## config.mk

```make
export PLATFORM = sky130hd
export DESIGN_NAME = int_vector_ctrl
export DESIGN_NICKNAME = d
export VERILOG_FILES = /design/src/rtl/int_vector_ctrl.sv
export SDC_FILE = /design/constraint.sdc
export NUM_CORES = 1
export LEC_CHECK = 0
export BUFFER_PORTS_ARGS = -buffer_cell sky130_fd_sc_hd__buf_2
export CAP_MARGIN = 20
export CELL_PAD_IN_SITES_DETAIL_PLACEMENT = 0
export CELL_PAD_IN_SITES_GLOBAL_PLACEMENT = 1
export CORE_MARGIN = 2
export CORE_UTILIZATION = 32
export DETAILED_ROUTE_END_ITERATION = 16
export HOLD_SLACK_MARGIN = 0.12
export PLACE_DENSITY_LB_ADDON = 0.1
export SKIP_LAST_GASP = 1
export SLEW_MARGIN = 5
export SYNTH_ARGS = -nofsm -noshare
export SYNTH_HDL_FRONTEND = slang
export SYNTH_SLANG_ARGS = --single-unit
export TNS_END_PERCENT = 1
```

## constraint.sdc

```tcl
create_clock -name clk_i -period 2.9 [get_ports clk_i]
set_clock_uncertainty 0.2 [all_clocks]
set_input_delay 0.58 -clock clk_i [delete_from_list [all_inputs] [get_ports clk_i]]
set_output_delay 0.58 -clock clk_i [all_outputs]
set_load 0.01 [all_outputs]
```

## src/rtl/int_vector_ctrl.sv

```systemverilog
// Fixed-priority interrupt controller with vector table, edge-latched pending bits and return stack.
// Define INT_NEST_EN to allow preemption up to DEPTH levels; otherwise a single level is kept.
module int_vector_ctrl #(
  parameter int unsigned CHANNELS = 8,
  parameter int unsigned PC_W     = 16,
  parameter int unsigned DEPTH    = 4
) (
  input  logic                        clk_i,
  input  logic                        rst_ni,
  input  logic [CHANNELS-1:0]         int_req_i,
  input  logic                        step_i,
  input  logic                        reti_i,
  input  logic [PC_W-1:0]             pc_i,
  input  logic                        cfg_we_i,
  input  logic [1:0]                  cfg_sel_i,
  input  logic [$clog2(CHANNELS)-1:0] cfg_ch_i,
  input  logic [PC_W-1:0]             cfg_data_i,
  output logic                        take_o,
  output logic [PC_W-1:0]             vector_o,
  output logic                        ret_valid_o,
  output logic [PC_W-1:0]             ret_pc_o,
  output logic                        active_o,
  output logic [$clog2(CHANNELS)-1:0] active_ch_o,
  output logic [CHANNELS-1:0]         pending_o,
  output logic [CHANNELS-1:0]         enable_o,
  output logic                        err_o
);

  localparam int unsigned CH_W = $clog2(CHANNELS);
`ifdef INT_NEST_EN
  localparam int unsigned STK = DEPTH;
`else
  localparam int unsigned STK = 1;
`endif
  localparam int unsigned DW = $clog2(STK + 1);

  logic [CHANNELS-1:0] req_q, pend_q, pend_d, en_q, en_d, elig;
  logic [PC_W-1:0]     vec_q [CHANNELS];
  logic [PC_W-1:0]     vec_d [CHANNELS];
  logic [PC_W-1:0]     stk_pc_q [STK];
  logic [PC_W-1:0]     stk_pc_d [STK];
  logic [CH_W-1:0]     stk_ch_q [STK];
  logic [CH_W-1:0]     stk_ch_d [STK];
  logic [DW-1:0]       depth_q, depth_d;
  logic [CH_W-1:0]     act_ch_q, act_ch_d, win;
  logic                win_vld, active, cfg_hit, do_ret, do_entry;
  logic                take_q, take_d, retv_q, retv_d, err_q, err_d;
  logic [PC_W-1:0]     vector_q, vector_d, ret_pc_q, ret_pc_d;

  assign active   = (depth_q != '0);
  assign cfg_hit  = cfg_we_i && (32'(cfg_ch_i) < CHANNELS);
  assign do_ret   = reti_i && active;
  // Without nesting STK is 1, so the depth check alone blocks entry while active.
  assign do_entry = step_i && !reti_i && win_vld && (depth_q < DW'(STK));

  always_comb begin
    elig    = '0;
    win     = '0;
    win_vld = 1'b0;
    for (int i = 0; i < int'(CHANNELS); i++) begin
      elig[i] = pend_q[i] & en_q[i] & (!active || (CH_W'(i) < act_ch_q));
    end
    for (int i = int'(CHANNELS) - 1; i >= 0; i--) begin
      if (elig[i]) begin
        win     = CH_W'(i);
        win_vld = 1'b1;
      end
    end
  end

  always_comb begin
    pend_d   = pend_q;
    en_d     = en_q;
    vec_d    = vec_q;
    err_d    = err_q;
    stk_pc_d = stk_pc_q;
    stk_ch_d = stk_ch_q;
    depth_d  = depth_q;
    act_ch_d = act_ch_q;
    take_d   = do_entry;
    retv_d   = do_ret;
    vector_d = vector_q;
    ret_pc_d = ret_pc_q;

    if (cfg_hit) begin
      unique case (cfg_sel_i)
        2'b00:   vec_d[cfg_ch_i] = cfg_data_i;
        2'b01:   en_d[cfg_ch_i] = cfg_data_i[0];
        2'b10:   pend_d[cfg_ch_i] = 1'b0;
        default: ;
      endcase
    end
    if (cfg_we_i && cfg_sel_i == 2'b11) err_d = 1'b0;
    if (reti_i && !active) err_d = 1'b1;

    if (do_ret) begin
      for (int i = 0; i < int'(STK); i++) begin
        if (depth_q == DW'(i + 1)) begin
          ret_pc_d = stk_pc_q[i];
          act_ch_d = stk_ch_q[i];
        end
      end
      depth_d = depth_q - DW'(1);
    end else if (do_entry) begin
      for (int i = 0; i < int'(STK); i++) begin
        if (depth_q == DW'(i)) begin
          stk_pc_d[i] = pc_i;
          stk_ch_d[i] = act_ch_q;
        end
      end
      depth_d     = depth_q + DW'(1);
      act_ch_d    = win;
      pend_d[win] = 1'b0;
      vector_d    = vec_q[win];
    end

    // A fresh edge overrides any clear in the same cycle.
    pend_d = pend_d | (int_req_i & ~req_q);
  end

  always_ff @(posedge clk_i or negedge rst_ni) begin
    if (!rst_ni) begin
      req_q    <= '0;
      pend_q   <= '0;
      en_q     <= '0;
      depth_q  <= '0;
      act_ch_q <= '0;
      take_q   <= 1'b0;
      retv_q   <= 1'b0;
      err_q    <= 1'b0;
      vector_q <= '0;
      ret_pc_q <= '0;
      for (int i = 0; i < int'(CHANNELS); i++) vec_q[i] <= '0;
      for (int i = 0; i < int'(STK); i++) begin
        stk_pc_q[i] <= '0;
        stk_ch_q[i] <= '0;
      end
    end else begin
      req_q    <= int_req_i;
      pend_q   <= pend_d;
      en_q     <= en_d;
      vec_q    <= vec_d;
      depth_q  <= depth_d;
      act_ch_q <= act_ch_d;
      stk_pc_q <= stk_pc_d;
      stk_ch_q <= stk_ch_d;
      take_q   <= take_d;
      retv_q   <= retv_d;
      err_q    <= err_d;
      vector_q <= vector_d;
      ret_pc_q <= ret_pc_d;
    end
  end

  assign take_o      = take_q;
  assign vector_o    = vector_q;
  assign ret_valid_o = retv_q;
  assign ret_pc_o    = ret_pc_q;
  assign active_o    = active;
  assign active_ch_o = act_ch_q;
  assign pending_o   = pend_q;
  assign enable_o    = en_q;
  assign err_o       = err_q;

endmodule

```

==> results by group <==
Clocking
  – CTS Sinks: 210
  – Clock transition at the registers of the reported paths: 0.05 ns
  – CTS tree: yes
  – Clock latency on the worst-skew pair: 0.52 ns
  – Root Driver: clkbuf_16
  – CTS Buffer Depth: 3
  – Setup Buffers After CTS: 0
  – H-tree levels: 1
  – TritonCTS buffer count: 26

STA
  – Fin crit share: 0.9410
  – Final hold violations: 0
  – Minimum hold slack: 0.1929 ns
  – Final Slew Violations: 0
  – Slew HR: 0.5502
  – RSZ-0062 raised after global routing: yes
  – Peak Freq: 0.3665 GHz
  – Clock period minus worst slack: 2.729 ns
  – Final worst slack: 0.1712 ns
  – Setup violations, final: 0
  – Worst Tran Pin Value: 0.6747 ns

Yosys
  – Yosys cell types: 61
  – YS warnings: 0
  – Register bit total from synthesis: 210
  – Asr flop ratio synth: 1.000
  – EDFF count, synth: 0
  – Syn_area_per_cell: 12.88 um2
  – Synth area leaders: dfrtp_1 (57%), mux2_2 (20%), nand2_1 (3.6%)
  – Synth area leader: dfrtp_1
  – Syn Std Cell Area: 9146 um2
  – Top_reg_cell synth: dfrtp_1
  – Sequential area share after synthesis: 0.5746
  – Syn nets: 760
  – Syn Inst Count: 710
  – Yosys top cell area share: 0.5746

Place
  – Dpl ws: 0.1697 ns
  – Placed cells: 1183
  – DP HPWL: 17030 um
  – Placer Congestion: 0.8100
  – IO Port Bufs: 104

Final layout
  – Most common cell after layout, fill and taps aside: dfrtp_1
  – Nets: 909
  – Non-filler cells in the finished layout: 1257
  – Layout cells sized above 1: 0.4107
  – Final Util: 0.4119
  – Fill cells: 2672
  – Commonest non-fill, non-tap cells in the layout: dfrtp_1 (210), mux2_2 (165), buf_2 (103)
  – # diodes: 0
  – P&R area growth vs syn: 25.79%

Power
  – Worst vdd ir: 0.0004283 V
  – Pwr Density: 941.2 nW/um2
  – Lkg Pwr: 5.234 nW
  – Pwr Total: 10.83 mW

Flow run
  – Max cap viols: 0

Die
  – Die height: 173.1 um
  – Row cnt: 61
  – Core ar.: 27930 um2
  – Die W: 173.1 um
  – I/O pin count: 105
  – Initial core utilization: 0.3274
  – Die area: 29950 um2

Min path
  – HP Class: primary input to register
  – Hold Path Cell Cnt: 2

Global route
  – Initial antenna violation count: 1
  – Largest net degree at the start of global routing: 74
  – Grt ovf: 0
  – All-Layer GR Usage: 0.1733
  – First-pass GRT wire length: 40940 um
  – Vias in the first global route: 6995

Critical path
  – Critical path's largest stage delay: 0.53 ns
  – Slowest-stage cell, CP: dfrtp_1
  – Crit Path Category: register to register
  – R2R depth: 7
  – CP Launch Type: register
  – CP endpoint kind: register
  – Cell family with most CP delay: compound AO/OA/AOI/OAI gates
  – Req. time, crit path: 3.10 ns
  – Crit-path max FO: 15
  – CP Data Arrival Time: 2.93 ns
  – Cell breakdown of the critical path: or3b_1 > a32o_1 > a31oi_4 > buf_12 > mux2_2 > a221o_1 > o22a_1
  – WP buf/inv: 1
  – Crit. path cell count: 7

Drt
  – Vias: 6511
  – # DRC: 0
  – Initial DRC count: 349
  – Drt wl/cell: 20.87 um
  – DR vias/cell: 5.180
  – DRT antenna net count: 0
  – Drt first pass iters: 5
  – Overall routed net length: 26240 um

Status
  – Status: finished, final reports clean
[path summary, 6_finish.rpt]
check,startpoint,end,slack (ns)
max,active_o,vector_o[1],0.17
min,cfg_data_i[2],vec_q[2],0.19
max reg2reg,active_o,vector_o[1],0.17
min reg2reg,req_q[6],pending_o[6],0.23
max in group asynchronous,rst_ni,vec_q[103],1.27
min in group asynchronous,rst_ni,vec_q[15],0.47
[synth_stat cells (2+ instances only)]
master and number:
a222oi_1 15, a221o_1 16, o21ai_0 13, o32a_1 2
a22o_1 2, clkbuf_1 20, and2_1 5, nor3_2 2
nand2_1 88, a32o_1 3, inv_1 10, nand2b_1 2
nand4_1 2, mux2_2 165, nor3_1 2, buf_6 2
nor3b_1 3, buf_2 21, a211oi_1 2, o22a_1 13
or3b_1 2, and3_1 3, nor2_1 17, buf_1 4
nand3b_1 7, a21oi_1 5, nand3_1 8, a31oi_1 13
o22ai_1 8, a32oi_1 15, dfrtp_1 210
[layout make-up]
class                      count  area, um2  area share
sequential                   210       5255      0.4568
multi-input combinational    442       3646      0.3169
timing repair buffer         168       1187      0.1032
clock buffer                  42      822.0     0.07145
tap                          378      473.0     0.04111
clock inverter                 6      80.08    0.006960
inverter                      11      41.29    0.003589
[kinds of logic after synthesis]
kind of cell | Yosys count | share of synthesized area
AO/OA/AOI/OAI | 127 | 0.1148
buffers and inverters | 58 | 0.02832
flip-flops | 210 | 0.5746
multiplexers | 165 | 0.2031
AND/OR/NAND/NOR | 150 | 0.07921
[state kept, by name, indices dropped and copies added (netlist names)]
register,cells
ret_pc_o,16
req_q,8
err_o,1
vector_o,16
take_o,1
active_ch_o,3
stk_pc_q,16
active_o,1
enable_o,8
pending_o,8
stk_ch_q,3
ret_valid_o,1
vec_q,128
[metrics by stage]
stage | cell area (um2) | setup TNS [ns]
finish | 11500 | 0
global route | 11500 | -0.003652
CTS | 11500 | 0
detailed placement | 10340 | 0
global placement | 10340 | 0
floorplan | 9146 | 0
[what timing repair did]
item	CTS	global route
gates resized for setup	0	1
endpoints found under the hold margin	100	0
endpoints found under the setup margin	0	2
hold buffers	26	0
[where the power goes]
part	internal, mW	total [mW]	switching, mW
Combinational	1.52	3.33	1.81
Sequential	3.70	4.19	0.484
Clock	2.10	3.31	1.20
Total	7.33	10.8	3.50
[layer usage]
layer	global-route usage	share of wire	vias up
met1	0.2384	0.46	3343
li1	-	-	2951
met5	0	0.00046	-
met4	0.05261	0.024	2
met2	0.2823	0.46	171
met3	0.02661	0.050	44
Power figures use the tool's default switching activity.
